`src/rtl/loan_io_pkg.sv`:
```
// Shared constants and types for the HPS loan-IO controller.
package loan_io_pkg;

  localparam int LOAN_W  = 67;
  localparam int PIN_TX  = 49;
  localparam int PIN_RX  = 50;
  localparam int PIN_LED = 53;
  localparam int PIN_KEY = 54;

  typedef enum logic [1:0] {
    LED_OFF   = 2'b00,
    LED_ON    = 2'b01,
    LED_BLINK = 2'b10,
    LED_ACT   = 2'b11
  } led_mode_t;

  typedef enum logic [1:0] {
    UART_IDLE,
    UART_START,
    UART_DATA,
    UART_STOP
  } uart_state_t;

endpackage

```
`src/rtl/loan_io_uart_tx.sv`:
```
// 8N1 UART transmitter, LSB first, every bit held BAUD_DIV clocks.
module loan_io_uart_tx
  import loan_io_pkg::*;
#(
  parameter int BAUD_DIV = 434
) (
  input  logic       clk,
  input  logic       reset,
  input  logic [7:0] tx_data,
  input  logic       tx_valid,
  output logic       tx_ready,
  output logic       tx_line
);

  localparam int CW = (BAUD_DIV > 1) ? $clog2(BAUD_DIV) : 1;
  localparam logic [CW-1:0] BIT_LAST = CW'(BAUD_DIV - 1);

  uart_state_t   state;
  logic [CW-1:0] baud_cnt;
  logic [2:0]    bit_idx;
  logic [7:0]    shreg;
  logic          bit_done;

  assign bit_done = (baud_cnt == BIT_LAST);

  // Frame sequencer: line level and ready are registered alongside the state.
  always_ff @(posedge clk or posedge reset) begin
    if (reset) begin
      state    <= UART_IDLE;
      tx_line  <= 1'b1;
      tx_ready <= 1'b1;
      baud_cnt <= '0;
      bit_idx  <= '0;
    end else begin
      case (state)
        UART_IDLE: begin
          tx_line  <= 1'b1;
          baud_cnt <= '0;
          if (tx_valid) begin
            state    <= UART_START;
            tx_line  <= 1'b0;
            tx_ready <= 1'b0;
          end
        end
        UART_START: begin
          if (bit_done) begin
            baud_cnt <= '0;
            bit_idx  <= '0;
            state    <= UART_DATA;
            tx_line  <= shreg[0];
          end else begin
            baud_cnt <= baud_cnt + 1'b1;
          end
        end
        UART_DATA: begin
          if (bit_done) begin
            baud_cnt <= '0;
            if (bit_idx == 3'd7) begin
              state   <= UART_STOP;
              tx_line <= 1'b1;
            end else begin
              bit_idx <= bit_idx + 1'b1;
              tx_line <= shreg[1];
            end
          end else begin
            baud_cnt <= baud_cnt + 1'b1;
          end
        end
        UART_STOP: begin
          if (bit_done) begin
            baud_cnt <= '0;
            state    <= UART_IDLE;
            tx_ready <= 1'b1;
          end else begin
            baud_cnt <= baud_cnt + 1'b1;
          end
        end
        default: begin
          state    <= UART_IDLE;
          tx_line  <= 1'b1;
          tx_ready <= 1'b1;
          baud_cnt <= '0;
        end
      endcase
    end
  end

  // Byte shifter: latched on acceptance, shifted right as each data bit ends.
  always_ff @(posedge clk) begin
    if (state == UART_IDLE && tx_valid) begin
      shreg <= tx_data;
    end else if (state == UART_DATA && bit_done && bit_idx != 3'd7) begin
      shreg <= {1'b0, shreg[7:1]};
    end
  end

endmodule

```
`src/rtl/loan_io_ctrl.sv`:
```
// HPS loan-IO controller: UART TX on pin 49, RX sense on 50, LED on 53, key on 54.
module loan_io_ctrl
  import loan_io_pkg::*;
#(
  parameter int BAUD_DIV        = 434,
  parameter int DEBOUNCE_CYCLES = 1000000,
  parameter int BLINK_HALF      = 12500000,
  parameter int ACT_HOLD        = 2500000
) (
  input  logic              clk,
  input  logic              reset,
  input  logic [LOAN_W-1:0] loan_in,
  output logic [LOAN_W-1:0] loan_out,
  output logic [LOAN_W-1:0] loan_oe,
  input  logic [7:0]        tx_data,
  input  logic              tx_valid,
  output logic              tx_ready,
  output logic              rx_level,
  output logic              key_pressed,
  output logic              key_press,
  input  logic [1:0]        led_mode,
  input  logic              activity
);

  localparam int DW = (DEBOUNCE_CYCLES > 1) ? $clog2(DEBOUNCE_CYCLES) : 1;
  localparam int BW = (BLINK_HALF > 1) ? $clog2(BLINK_HALF) : 1;
  localparam int SW = $clog2(ACT_HOLD + 1);
  localparam logic [DW-1:0] DEB_LAST   = DW'(DEBOUNCE_CYCLES - 1);
  localparam logic [BW-1:0] BLINK_LAST = BW'(BLINK_HALF - 1);
  localparam logic [SW-1:0] HOLD_LOAD  = SW'(ACT_HOLD);

  logic          tx_line;
  logic          rx_sync_p0, rx_sync_p1;
  logic          key_sync_p0, key_sync_p1;
  logic          key_stable;
  logic [DW-1:0] deb_cnt;
  logic [BW-1:0] blink_cnt;
  logic          blink_led;
  logic [SW-1:0] stretch_cnt;
  logic          led;
  logic          unused_pins;

  // Only the RX and key pins are sensed; the rest of the input bus is ignored.
  assign unused_pins = ^loan_in;

  loan_io_uart_tx #(
    .BAUD_DIV (BAUD_DIV)
  ) u_uart_tx (
    .clk      (clk),
    .reset    (reset),
    .tx_data  (tx_data),
    .tx_valid (tx_valid),
    .tx_ready (tx_ready),
    .tx_line  (tx_line)
  );

  // Two-flop synchronizers for the RX and key pins, idling high.
  always_ff @(posedge clk or posedge reset) begin
    if (reset) begin
      rx_sync_p0  <= 1'b1;
      rx_sync_p1  <= 1'b1;
      key_sync_p0 <= 1'b1;
      key_sync_p1 <= 1'b1;
    end else begin
      rx_sync_p0  <= loan_in[PIN_RX];
      rx_sync_p1  <= rx_sync_p0;
      key_sync_p0 <= loan_in[PIN_KEY];
      key_sync_p1 <= key_sync_p0;
    end
  end

  assign rx_level = rx_sync_p1;

  // Key debounce: a differing sample must persist DEBOUNCE_CYCLES clocks to be accepted.
  always_ff @(posedge clk or posedge reset) begin
    if (reset) begin
      key_stable <= 1'b1;
      deb_cnt    <= '0;
      key_press  <= 1'b0;
    end else begin
      key_press <= 1'b0;
      if (key_sync_p1 == key_stable) begin
        deb_cnt <= '0;
      end else if (deb_cnt == DEB_LAST) begin
        deb_cnt    <= '0;
        key_stable <= key_sync_p1;
        key_press  <= ~key_sync_p1;
      end else begin
        deb_cnt <= deb_cnt + 1'b1;
      end
    end
  end

  assign key_pressed = ~key_stable;

  // Free-running blink divider, independent of the selected LED mode.
  always_ff @(posedge clk or posedge reset) begin
    if (reset) begin
      blink_cnt <= '0;
      blink_led <= 1'b0;
    end else if (blink_cnt == BLINK_LAST) begin
      blink_cnt <= '0;
      blink_led <= ~blink_led;
    end else begin
      blink_cnt <= blink_cnt + 1'b1;
    end
  end

  // Activity stretcher: reload on each pulse, count down and hold at zero.
  always_ff @(posedge clk or posedge reset) begin
    if (reset) begin
      stretch_cnt <= '0;
    end else if (activity) begin
      stretch_cnt <= HOLD_LOAD;
    end else if (stretch_cnt != '0) begin
      stretch_cnt <= stretch_cnt - 1'b1;
    end
  end

  // LED output register, selected by mode one clock after it changes.
  always_ff @(posedge clk or posedge reset) begin
    if (reset) begin
      led <= 1'b0;
    end else begin
      case (led_mode)
        LED_OFF:   led <= 1'b0;
        LED_ON:    led <= 1'b1;
        LED_BLINK: led <= blink_led;
        LED_ACT:   led <= (stretch_cnt != '0);
        default:   led <= 1'b0;
      endcase
    end
  end

  // Output bus: only the TX and LED pins are driven.
  always_comb begin
    loan_out          = '0;
    loan_oe           = '0;
    loan_out[PIN_TX]  = tx_line;
    loan_out[PIN_LED] = led;
    loan_oe[PIN_TX]   = 1'b1;
    loan_oe[PIN_LED]  = 1'b1;
  end

endmodule

```
`config.mk`:
```
export PLATFORM = sky130hd
export DESIGN_NAME = loan_io_ctrl
export DESIGN_NICKNAME = d
export VERILOG_FILES = /design/src/rtl/loan_io_pkg.sv /design/src/rtl/loan_io_uart_tx.sv /design/src/rtl/loan_io_ctrl.sv
export SDC_FILE = /design/constraint.sdc
export NUM_CORES = 1
export LEC_CHECK = 0
export CAP_MARGIN = 20
export CORE_ASPECT_RATIO = 0.5
export CORE_MARGIN = 5
export CORE_UTILIZATION = 35
export CTS_CLUSTER_DIAMETER = 200
export DETAILED_ROUTE_END_ITERATION = 10
export PLACE_DENSITY = 0.66
export SYNTH_ARGS = -nofsm -noshare
export SYNTH_HDL_FRONTEND = slang
export SYNTH_HIERARCHICAL = 1
export SYNTH_SLANG_ARGS = --single-unit
export TNS_END_PERCENT = 20
```
`constraint.sdc`:
```
create_clock -name clk -period 6.2 [get_ports clk]
set_input_delay 0.62 -clock clk [delete_from_list [all_inputs] [get_ports clk]]
set_output_delay 0.62 -clock clk [all_outputs]
set_load 0.1 [all_outputs]
```
---- Word-level counts from Yosys, hierarchy flattened ----
Cells that the tools add are included.
storage, ports and cells
  register bits after elaboration ......... 98
  input port bits ......................... 81
  output and inout bits ................... 138
  word-level logic and storage cells ...... 91
operators by class
  add/sub/neg operators ................... 5
  equal/unequal tests ..................... 18
  mux-type cells .......................... 30
  bitwise operators ....................... 4
  reductions and logical operators ........ 17
operators by type and width
  operator               number
  $mux 22                2
  $mux 20                2
  $add 24x1->24 const B  1
  $eq 24x24->1 const B   1
  $mux 24                1
  $reduce_bool 22->1     1
  $sub 22x1->22 const B  1
  $add 20x1->20 const B  1
  $eq 20x20->1 const B   1
  $pmux 9 s2             1
  $mux 8                 2
  $mux 2                 5
  $add 9x1->9 const B    1
  $eq 9x9->1 const B     1
  $mux 3                 3
  $mux 9                 1
  $eq 2x2->1 const B     4
  $mux 1                 8
  $ne 2x1->1 const B     4
  $pmux 2 s4             1
  $reduce_bool 2->1      4
  $pmux 3 s2             1
  $reduce_and 3->1       2
  $reduce_and 5->1       1
  16 further kinds       24

---- Longest topological paths before layout ----
  depth after elaboration ................. 5
  gate-level depth with buffers ........... 7
  gate-level depth less buffers ........... 6

---- Cells and area by module ----
The synthesis kept the hierarchy.
modules (own cells, without submodules)
  module           instances  cells an instance  area each (sq um)  sequential area each (sq um)
  loan_io_ctrl     1          498                4668.2             1858.0
  loan_io_uart_tx  1          112                1267.5             643.1

---- Worst setup path before layout ----
Ideal clock, no wire load.
  path type ............................... register -> register
  start point ............................. register u_uart_tx.baud_cnt[1]
  end point ............................... register u_uart_tx.shreg[0], enable pin
  setup time .............................. 384 ps
  arrival time ............................ 1798 ps
  required time ........................... 5816 ps
  slack ................................... 4018 ps
  cell stages (with the launch flop) ...... 6
  path buffers ............................ 0
  period minus slack after synthesis ...... 2182 ps
  cell sequence ........................... dfrtp_1 > inv_1 > ha_1 > nand4_1 > or4_4 > o21ai_0
on the way
  word-level cells in the longest chain between the ends .. 4
RTL lines
  element                             line                   RTL
  start: declaration                  loan_io_uart_tx.sv:19  logic [CW-1:0] baud_cnt;
  start signal: assignment            loan_io_uart_tx.sv:52  baud_cnt <= baud_cnt + 1'b1;
  start signal: assignment            loan_io_uart_tx.sv:66  baud_cnt <= baud_cnt + 1'b1;
  start signal: assignment            loan_io_uart_tx.sv:75  baud_cnt <= baud_cnt + 1'b1;
  $eq 9x9->1                          loan_io_uart_tx.sv:24  assign bit_done = (baud_cnt == BIT_LAST);
  $logic_and 1x1->1 (2 in a row)      loan_io_uart_tx.sv:92  end else if (state == UART_DATA && bit_done && bit_idx != 3'd7) begin
  $reduce_bool 2->1 (no source line)  -
  end signal: assignment              loan_io_uart_tx.sv:91  shreg <= tx_data;
  end signal: assignment              loan_io_uart_tx.sv:93  shreg <= {1'b0, shreg[7:1]};
  end: declaration                    loan_io_uart_tx.sv:21  logic [7:0] shreg;
No other way between the ends.
A chain may end at the register's enable or synchronous reset.

---- Final worst setup path ----
  start point ............................. register u_uart_tx.tx_ready
  end point ............................... output port tx_ready
RTL lines
  element                   line                   RTL
  start: declaration        loan_io_uart_tx.sv:11  output logic tx_ready,
  start signal: assignment  loan_io_uart_tx.sv:31  tx_ready <= 1'b1;
  start signal: assignment  loan_io_uart_tx.sv:42  tx_ready <= 1'b0;
  start signal: assignment  loan_io_uart_tx.sv:73  tx_ready <= 1'b1;
  end: declaration          loan_io_ctrl.sv:17     output logic tx_ready,
No word-level cell between the ends.

==> flow_summary.toml <==
[logic_synthesis]
ys_types = 54
synth_cells = 610
syn_area_um2 = 5936
yosysSeqAreaShare_pct = 42.14
synth_area_per_cell_um2 = 9.731
synth_top_family_by_area = "simple AND/OR/NAND/NOR gates"
synthArstFlopShare_pct = 91.84
synth.area.mux_share_pct = 4.511
synth_edf_count = 8
yosysTopAreaCell = "dfrtp_1"
synth-main-ff-cell = "dfrtp_1"
ys_ff_latch = 98
ys.warnings.count = 6
synth_area_leaders = "dfrtp_1 (35%), buf_4 (17%), edfxtp_1 (4.0%), xnor2_1 (3.4%), nor2_1 (3.2%)"
synth_fa_ha_area_share_pct = 2.530
synth-simple-area-share_pct = 20.09
synth_xor_area_share_pct = 5.312
synth_compound_area_share_pct = 6.429
synth_top_area_share_pct = 34.99

[cells_and_area]
area_growth_pct = 4.469
final_area_um2 = 6201
drive_gt1_share_pct = 7.402
antenna_cells = 0
nNetsFinal = 723

[worst_setup_path]
crit_family = "buffers and inverters"
criticalPathCategory = "register to output pin"
cp.buffers_inverters = 1
r2r-start = "stretch_cnt[4]$_DFFE_PP0P_"
path_cells = "clkdlybuf4s50_1"
arrival_ns = 2.02
critPathMaxFanout = 3
crit_slowest_cell = "clkdlybuf4s50_1"
cp.required_ns = 5.58
cp-startpoint = "u_uart_tx/tx_ready$_DFFE_PP1P_"
r2r_slack_ns = 3.88
slowest_delay_ns = 1.13
worstSetupEndpointType = "output pin"
cp-start-kind = "register"

[route]
detail_route.first_pass.iterations = 4
finalWirelength_um = 10110
vias_per_cell = 4.557
drtIter0Drc = 209
drc = 0
drt-wirelength-per-cell_um = 11.72
vias = 3928
drtAntennaViolNets = 0

[cts]
cts_tree = "built"
cts_hold_buf = 0
post-cts-setup-buffer-count = 0
root_buffer = "clkbuf_16"
htreeDepth = 3
ctsResizeCount = 0
clk_pin_slew_ns = 0.07
cts_buffer_depth = 2
clk_latency_ns = 0.34
clock-sinks = 98
cts_buffers = 9

[power_and_ir_drop]
p_per_area_nw_per_um2 = 314.1
leakagePower_nw = 2.677
ir_drop_mv = 0.1305

[floorplan]
initial_core_util_pct = 35.94
row_count = 33
die_h_um = 102.1
die_w_um = 194.2
die-area_um2 = 19820
ioPinCount = 219
core_um2 = 16520

[min_path]
hold_class = "register to register"
hold_start = "key_sync_p0$_DFF_PP1_"

[timing]
slew_violations = 0
fin_crit_ns = 2.639
max_slew.worst_pin.slew_ns = 1.062
finalSetupViolCount = 0
hold_violations = 0
slew_headroom_pct = 28.56
grt_setup_unrepaired = "false"
hold_ws_ns = 0.3554
fmax_ghz = 0.3789
final.period_utilization_pct = 42.57
fin_skew_ns = 0.009265
final.setup.tns_ns = 0

[global_route]
grt_first_pass_wirelength_um = 16670
grt_pass1_vias = 3691
grt_usage_pct = 9.999
grt_max_degree = 75
antenna_found_initial = 0
gr-total-overflow = 0

[placed_design]
port_buffers = 21
gp_congestion = 0.7758
hpwl_um = 7186
postPlaceCellArea_um2 = 5881

[run]
drv_cap = 0

[run_status]
status = "finished clean"
-- worst paths after layout --
check	end	cells past startpoint
min in group asynchronous	u_uart_tx/baud_cnt[3]$_DFF_PP0_	2
max in group asynchronous	stretch_cnt[14]$_DFFE_PP0P_	3
setup / recovery	tx_ready	1
setup reg to reg	stretch_cnt[14]$_DFFE_PP0P_	4
hold / removal	key_sync_p1$_DFF_PP1_	0
hold reg to reg	key_sync_p1$_DFF_PP1_	0
-- where the power goes --
part           switching (W)  leakage [nW]  internal, W
Sequential         0.0000346          1.23     0.000702
Clock               0.000241         0.147     0.000338
Combinational       0.000513          1.30     0.000119
-- per-stage QoR --
step / cells / power, W / worst slack, ns / utilization [%]
detailed placement: 845 / 0.001380 / 3.623 / 35.61
floorplan: 740 / 0.001383 / 3.707 / -
global route: 862 / 0.002035 / 3.523 / 37.55
finish: 862 / 0.001948 / 3.561 / 37.55
CTS: 861 / 0.001967 / 3.539 / 37.50
global placement: 845 / 0.001370 / 3.732 / 35.61
-- synthesized netlist by cell type, types with 8 or more instances --
cell,instances
edfxtp_1,8
mux2i_1,11
a21oi_1,17
ha_1,12
xnor2_1,23
buf_4,134
nor3_1,12
mux2_2,14
inv_1,18
o31ai_1,8
o21ai_0,20
nand2_1,23
nand3_1,28
dfrtp_1,83
xor2_1,13
or3_1,13
nor4_1,17
or4_1,13
nor2_1,50
nor2b_1,11
nand4_1,16
-- cell type report --
cell class                      count  area [µm²]
Fill cell                        1621       10310
Sequential cell                    98        2501
Inverter                           18       67.56
Multi-Input combinational cell    479        2803
Clock buffer                       11       254.0
Clock inverter                      5       58.81
Tap cell                          227       284.0
Timing Repair Buffer               24       232.7
-- per-layer routing --
metal,share of wire [%],up-vias,global-route usage [%]
met2,48,105,17.67
li1,-,1917,-
met3,6.4,9,2.668
met4,1.4,0,3.672
met1,44,1897,11.98
met5,0,-,0
-- sequential cells by signal (all words and copies together) (netlist names), 2 cells and up --
signal              cells
u_uart_tx/baud_cnt      9
blink_cnt              24
u_uart_tx/bit_idx       3
stretch_cnt            22
u_uart_tx/state         2
deb_cnt                20
u_uart_tx/shreg         8
-- placed cells by master (no fill, tap or decap), drive strengths merged, types with 4 or more instances in the layout --
cell type      Yosys  final
o31ai              9      9
clkbuf             7     12
nor2              50     50
conb               2    132
o21ai             20     20
xor2              13     13
dfrtp             83     83
edfxtp             8      8
nor2b             11     11
nand4             17     17
nand2             23     23
mux2i             11     11
and4               6      6
or3               13     13
mux2              14     14
a21oi             17     17
inv               18     19
or4               14     14
nor3              13     13
xnor2             23     23
dfstp              7      7
clkdlybuf4s50      0     21
nor4              17     17
ha                12     12
nand2b             4      4
nand3             28     28
-- logic make-up after synthesis --
group / Yosys count
multiplexers: 25
adder cells (fa/ha/maj): 12
flip-flops: 98
other: 2
AND/OR/NAND/NOR: 213
AO/OA/AOI/OAI: 61
XOR/XNOR: 36
buffers and inverters: 163
Power figures use the tool's default switching activity.
